**src/rtl/instr_loader.sv**
```systemverilog
// Instruction-memory loader: packs a byte stream into 16-bit words and writes them to
// consecutive addresses, holding the CPU off until the load completes or times out.
module instr_loader #(
    parameter int ADDR_W  = 10,
    parameter int DATA_W  = 16,
    parameter int TIMEOUT = 1024
) (
    input  logic              clk,
    input  logic              rst,
    input  logic              start,
    input  logic [ADDR_W-1:0] base_addr,
    input  logic [ADDR_W:0]   word_cnt,
    input  logic              byte_vld,
    input  logic [7:0]        byte_in,
    output logic              byte_rdy,
    output logic              mem_wr_en,
    output logic [ADDR_W-1:0] mem_addr,
    output logic [DATA_W-1:0] mem_wdata,
    output logic              busy,
    output logic              cpu_hold,
    output logic              done,
    output logic              err,
    output logic [2:0]        dbg_state
);
    // Byte handshake: a byte moves on the posedge where byte_vld and byte_rdy are both high.
    // byte_rdy is a flop, so the sender sees it for the whole cycle before that edge.
    localparam int TW = $clog2(TIMEOUT + 1);
    localparam logic [TW-1:0]   TMO_LIMIT = TW'(TIMEOUT);
    localparam logic [TW-1:0]   TMO_ONE   = TW'(1);
    localparam logic [ADDR_W:0] MAX_WORDS = {1'b1, {ADDR_W{1'b0}}};
    localparam logic [ADDR_W:0] IDX_ONE   = {{ADDR_W{1'b0}}, 1'b1};

    typedef enum logic [2:0] {
        S_IDLE    = 3'd0,
        S_LOAD_HI = 3'd1,
        S_LOAD_LO = 3'd2,
        S_WRITE   = 3'd3,
        S_DONE    = 3'd4,
        S_ERR     = 3'd5
    } state_t;

    state_t            state, state_d;
    logic [TW-1:0]     tmo_cnt, tmo_d;
    logic [ADDR_W:0]   idx, idx_inc, count;
    logic [ADDR_W-1:0] base;
    logic [7:0]        hi;
    logic              xfer, load_d;

    assign dbg_state = state;

    always_comb begin
        state_d = state;
        tmo_d   = tmo_cnt;
        xfer    = byte_vld & byte_rdy;
        idx_inc = idx + IDX_ONE;
        case (state)
            S_IDLE: begin
                tmo_d = '0;
                if (start) state_d = (word_cnt == '0) ? S_DONE : S_LOAD_HI;
            end
            S_LOAD_HI, S_LOAD_LO: begin
                if (xfer) begin
                    tmo_d   = '0;
                    state_d = (state == S_LOAD_HI) ? S_LOAD_LO : S_WRITE;
                end else if (tmo_cnt == TMO_LIMIT) begin
                    state_d = S_ERR;
                end else begin
                    tmo_d = tmo_cnt + TMO_ONE;
                end
            end
            S_WRITE: begin
                tmo_d   = '0;
                state_d = (idx_inc == count) ? S_DONE : S_LOAD_HI;
            end
            default: begin
                tmo_d   = '0;
                state_d = S_IDLE;
            end
        endcase
        load_d = (state_d == S_LOAD_HI) || (state_d == S_LOAD_LO);
    end

    always_ff @(posedge clk or posedge rst) begin
        if (rst) state <= S_IDLE;
        else     state <= state_d;
    end

    always_ff @(posedge clk or posedge rst) begin
        if (rst) begin
            tmo_cnt   <= '0;
            idx       <= '0;
            count     <= '0;
            base      <= '0;
            hi        <= '0;
            byte_rdy  <= 1'b0;
            mem_wr_en <= 1'b0;
            mem_addr  <= '0;
            mem_wdata <= '0;
            busy      <= 1'b0;
            cpu_hold  <= 1'b0;
            done      <= 1'b0;
            err       <= 1'b0;
        end else begin
            tmo_cnt <= tmo_d;
            if (state == S_IDLE && start) begin
                base  <= base_addr;
                count <= (word_cnt > MAX_WORDS) ? MAX_WORDS : word_cnt;
                idx   <= '0;
                err   <= 1'b0;
            end
            if (state == S_LOAD_HI && xfer) hi <= byte_in;
            if (state == S_LOAD_LO && xfer) begin
                mem_wdata <= {hi, byte_in};
                mem_addr  <= base + idx[ADDR_W-1:0];
            end
            if (state == S_WRITE) idx <= idx_inc;
            if (state_d == S_ERR) err <= 1'b1;
            // Ready is withheld on the abort cycle so no byte is taken and then discarded.
            byte_rdy  <= load_d && (tmo_d != TMO_LIMIT);
            mem_wr_en <= (state_d == S_WRITE);
            done      <= (state_d == S_DONE);
            busy      <= (state_d != S_IDLE);
            cpu_hold  <= (state_d != S_IDLE);
        end
    end
endmodule

```
**config.mk**
```make
export PLATFORM = sky130hd
export DESIGN_NAME = instr_loader
export DESIGN_NICKNAME = d
export VERILOG_FILES = /design/src/rtl/instr_loader.sv
export SDC_FILE = /design/constraint.sdc
export NUM_CORES = 1
export LEC_CHECK = 0
export CORE_ASPECT_RATIO = 2
export CORE_UTILIZATION = 55
export DETAILED_ROUTE_END_ITERATION = 10
export PLACE_DENSITY = 0.79
export SYNTH_ARGS = -nofsm -noshare
export SYNTH_HDL_FRONTEND = slang
export SYNTH_SLANG_ARGS = --single-unit
```
**constraint.sdc**
```tcl
create_clock -name clk -period 5.7 [get_ports clk]
set_input_delay 1.425 -clock clk [delete_from_list [all_inputs] [get_ports clk]]
set_output_delay 1.425 -clock clk [all_outputs]
set_load 0.01 [all_outputs]
```
* After elaboration in Yosys (flattened, before gate mapping) *
Index checks and enable logic that the tools add are counted.

word-level totals
  flip-flop bits (word level) = 85
  bits of input ports = 33
  output and inout bits = 35
  logic and storage cells = 55

operators by class
  $add $sub $neg = 3
  order comparisons = 1
  equality and inequality tests = 11
  muxes and demuxes = 15
  bitwise gates (word level) = 1
  reductions and logical operators = 11

operators by type and width
  cell                                                    number
  2-to-1 mux 11 bit                                       6
  adder 11 x 1 -> 11 bit (second input constant)          2
  2-to-1 mux 3 bit                                        5
  equality test 3 x 2 -> 1 bit (second input constant)    4
  equality test 11 bit                                    1
  equality test 11 bit (second input constant)            1
  greater-than comparator 11 bit (second input constant)  1
  zero test 11 bit                                        1
  != test 11 bit (second input constant)                  1
  adder 10 bit                                            1
  one-hot mux 3 bit (3 select lines)                      1
  equality test 3 x 1 -> 1 bit (second input constant)    2
  equality test 3 bit (second input constant)             2
  logical AND 1 bit                                       4
  nonzero test 2 bit                                      2
  zero test 3 bit                                         1
  2-to-1 mux 1 bit                                        3
  nonzero test 3 bit                                      1
  OR reduction 2 bit                                      1
  AND 1 bit                                               1
  logical OR 1 bit                                        1

* Depth between registers and ports, before layout *
  depth in word-level cells = 7
  gate-level depth with buffers = 10
  depth with buffers taken out = 10

* Least setup slack after synthesis *
OpenSTA, ideal clock, no wires.

  kind = input port to flip-flop
  start point = input byte_vld
  end point = register byte_rdy
  library setup time = 111 ps
  arrival = 2,906 ps
  data required time = 5,589 ps
  path slack = 2,683 ps
  cell stages on the path = 8
  buffers on the path = 2
  cells stage by stage = and2_1 clkbuf_1 or3_1 clkbuf_1 a21oi_1 nor4_1 and4b_1 a2111oi_2

on the way
  elaborated cells between the ends (all ways) = 10
  classes of those cells = eq/ne (3); mux (4); bitwise (1); reduce/logical (2)

RTL lines
  item                  line  text
  start, declared       13    input logic byte_vld,
  AND 1 bit             54    xfer = byte_vld & byte_rdy;
  2-to-1 mux 11 bit     62    if (xfer) begin
  2-to-1 mux 11 bit     56    case (state)
  named net tmo_d[5]    43    logic [TW-1:0] tmo_cnt, tmo_d;
  != test 11 bit        119   byte_rdy <= load_d && (tmo_d != TMO_LIMIT);
  logical AND 1 bit     119
  end signal, assigned  119
  end, declared         15    output logic byte_rdy,

The timed path passes the listed nets, and every way through them passes these cells.
A chain may end at the register's enable or synchronous reset.

* Worst setup path after layout *
  start point = input start
  end point = register byte_rdy

on the way
  cells in the longest elaborated chain, start to end = 5
  elaborated cells between the ends (all ways) = 6
  classes of those cells = eq/ne (2); mux (2); reduce/logical (2)

RTL lines
  item                                                                                 line  text
  start, declared                                                                      10    input logic start,
  2-to-1 mux 3 bit (*)                                                                 59    if (start) state_d = (word_cnt == '0) ? S_DONE : S_LOAD_HI;
  one-hot mux 3 bit (3 select lines) (*)                                               56
  equality test 3 x 1 -> 1 bit / equality test 3 x 2 -> 1 bit (equally long branches)  80    load_d = (state_d == S_LOAD_HI) || (state_d == S_LOAD_LO);
  logical OR 1 bit (*)                                                                 80
  logical AND 1 bit (*)                                                                119

Mark *: on every way between the ends. The rest lies on a longest branch, timed or not.

==> metrics <==
status=complete, no violations; GRT overflow=0; top cells by area, synth=dfrtp_1 (50%), nand2_1 (11%), xnor2_1 (3.9%), o21ai_0 (3.8%), ha_1 (3.5%); ANT nets after route=0; CP max FO=29; drt drc=0; DP HPWL=6900 um; vias post-DR=3445; Slew Viols, Final=0; Die Footprint=8090 um^2; CORE AREA=7540 um^2; cell taking the most area after synthesis=dfrtp_1; Setup Skew=0.00446 ns; commonest cells in the synthesized netlist=nand2_1 (122), dfrtp_1 (85), o21ai_0 (32); Clock Tree Buf Depth=2; post-layout min period=3.31 ns; HP Start=hi[6]$_DFFE_PP0P_; top_reg_cell synth=dfrtp_1; clk_lat worst skew=0.34 ns; DRT iter0 DRCs=122; CTS tree=built; CTS buffer count=9; n_diodes=0; Max Cap Viol=0; placed insts=598; routability cong.=0.862; post-cts resize count=0; Vias/cell=5.61; Yosys cell types=57; first-pass GRT wire length=16100 um; Final period util=58.1%; Area growth syn-to-layout=24.8%; Crit-path slowest cell=nand3b_1; initial antenna violation count=0; worst reg2reg endpoint=mem_addr[9]$_DFFE_PP0P_; syn avg cell area=9.36 um^2; Fill cells=613; P_leak=0.00236 uW; critical path type=in2reg; RSZ-0062 raised after global routing=no; CP peak stage delay=0.72 ns; PwrDens=471 nW/um^2; Req. time, crit path=5.92 ns; Hold EP=mem_wdata[14]$_DFFE_PP0P_; vias in the first global route=3405; Fin Setup TNS=0 ns; num rows=45; Synth top area share=50.1%; Post-synth EDFFs=0; reg2reg path depth=8; final hold vios=0; Slew HR=24.3%; clk sinks=85; clock root cell=clkbuf_16; layout cells sized above 1=7.31%; Post-Syn Nets=499; CP Capture Type=register; WL/cell=15.9 um; # nets final=561; Hold-fix buffers, CTS=0; Ys Warns=0; setup repair bufs after CTS=0; gr usage total=26.3%; largest net degree at the start of global routing=58; Worst-Margin Slew=1.13 ns; Hold Path Class=reg2reg; r2r setup slk=2.84 ns; synthesized area=4240 um^2; Clock transition at path regs=0.06 ns; VDD IR max=298 uV; Async SR Flop Fraction=100%; critical path cell sequence=clkdlybuf4s50_1, nand3b_1, o22ai_1, o21ba_2, a2111oi_2; top-count cell post-synth=nand2_1; Die Span Y=126 um; worst r2r src=idx[1]$_DFFE_PP0P_; CP startpoint kind=primary input; I/O Buffers=67; DR pass1 iterations=5; initial cell density of the core=56.2%; CTS H-tree lvls=3; I/O pin count=68; Crit path arrival time=3.53 ns; WHS Path Cells=2; Detailed Route WL=9790 um; Die X=64.1 um; Finished Layout Cells=614; gate count after technology mapping=453; Synth Register Bits=85; Achievable Freq=302 MHz; sequential area share after synthesis=50.1%; Finish-stage setup viols=0
[critical path, delay by kind of cell]
| kind | cells | cell delay (ns) |
|---|---|---|
| compound gates | 3 | 0.91 |
| simple gates | 1 | 0.72 |
| buf+inv | 1 | 0.47 |
[per-stage QoR]
step           total power, uW  utilization (%)  instance area (um^2)  worst slack, ns  hold WS [ns]
6_report                  2490             70.1                  5290             2.39         0.468
5_1_grt                   2640             70.1                  5290             2.14         0.475
4_1_cts                   2510             70.1                  5290             2.35         0.471
3_5_place_dp              1900             66.0                  4980             1.97         0.453
3_3_place_gp              1860             66.0                  4980             2.07         0.446
2_1_floorplan             1510                -                  4240             2.08         0.435
[report_power, final]
part / switching (uW) / leakage, uW / internal [uW]
sequential: 170 / 0.00110 / 815
combinational: 442 / 0.00111 / 465
clock: 244 / 0.000145 / 354
[cell type report]
type | count | area (um^2) | share of cell area, %
flip-flops and latches | 85 | 2130 | 40.2
multi-input cells | 333 | 1980 | 37.5
repair buffers | 70 | 693 | 13.1
clock buffers | 10 | 239 | 4.52
well taps | 94 | 118 | 2.22
clock inverters | 6 | 71.3 | 1.35
inverters | 16 | 61.3 | 1.16
[state kept, by name (all words and copies together), names as in the netlist]
signal and cells:
hi 8, count 11, mem_wdata 16, mem_wr_en 1, byte_rdy 1, cpu_hold 1
err 1, idx 11, mem_addr 10, dbg_state 3, base 10, done 1
tmo_cnt 11
[how the worst max path moves through the flow]
stage / from / slack (ns) / cells after the start / to
4_1_cts: start / 2.35 / 5 / byte_rdy$_DFF_PP0_
2_1_floorplan: rst / 2.08 / 1 / base[0]$_DFFE_PP0P_
3_5_place_dp: start / 1.97 / 5 / byte_rdy$_DFF_PP0_
5_1_grt: start / 2.14 / 5 / byte_rdy$_DFF_PP0_
3_3_place_gp: start / 2.07 / 6 / cpu_hold$_DFF_PP0_
6_report: start / 2.39 / 5 / byte_rdy$_DFF_PP0_
[layer usage]
| layer | vias to the layer above | share of wire [%] | GRT usage, % |
|---|---|---|---|
| met3 | 29 | 3.1 | 5.07 |
| met4 | 0 | 3.5 | 12.0 |
| li1 | 1650 | - | - |
| met5 | - | 0 | 0 |
| met1 | 1676 | 37 | 27.9 |
| met2 | 90 | 56 | 48.7 |
[layout by cell type, fill, tap and decap left out, drive strengths merged, types with 2 or more instances in the layout]
cell type,n
nor4,6
nor3,9
a21o,2
nand3,9
dfrtp,85
nor2,29
clkinv,4
nand4,2
a22o,4
nor3b,2
xnor2,19
clkdlybuf4s50,67
o21a,2
nor2b,2
inv,15
mux2,9
a31oi,2
nor4b,3
buf,3
mux2i,3
ha,12
o21ai,32
nand2,122
nand2b,8
or3,7
nand3b,3
and2,4
clkinvlp,2
xor2,9
a2111oi,3
a21oi,8
o31ai,4
clkbuf,10
[cells by family (layout without fill, tap and decap cells)]
logic type,Yosys count,in the layout,synth area share [%]
and+or+nand+nor,211,211,22.6
DFF,85,85,50.1
AOI/OAI and AO/OA,67,67,10.0
buffers and inverters,35,102,3.24
xor gates and xnor gates,30,30,6.87
adders and majority gates,13,13,4.01
muxes,12,12,3.10
(Power assumes the default switching activity.)
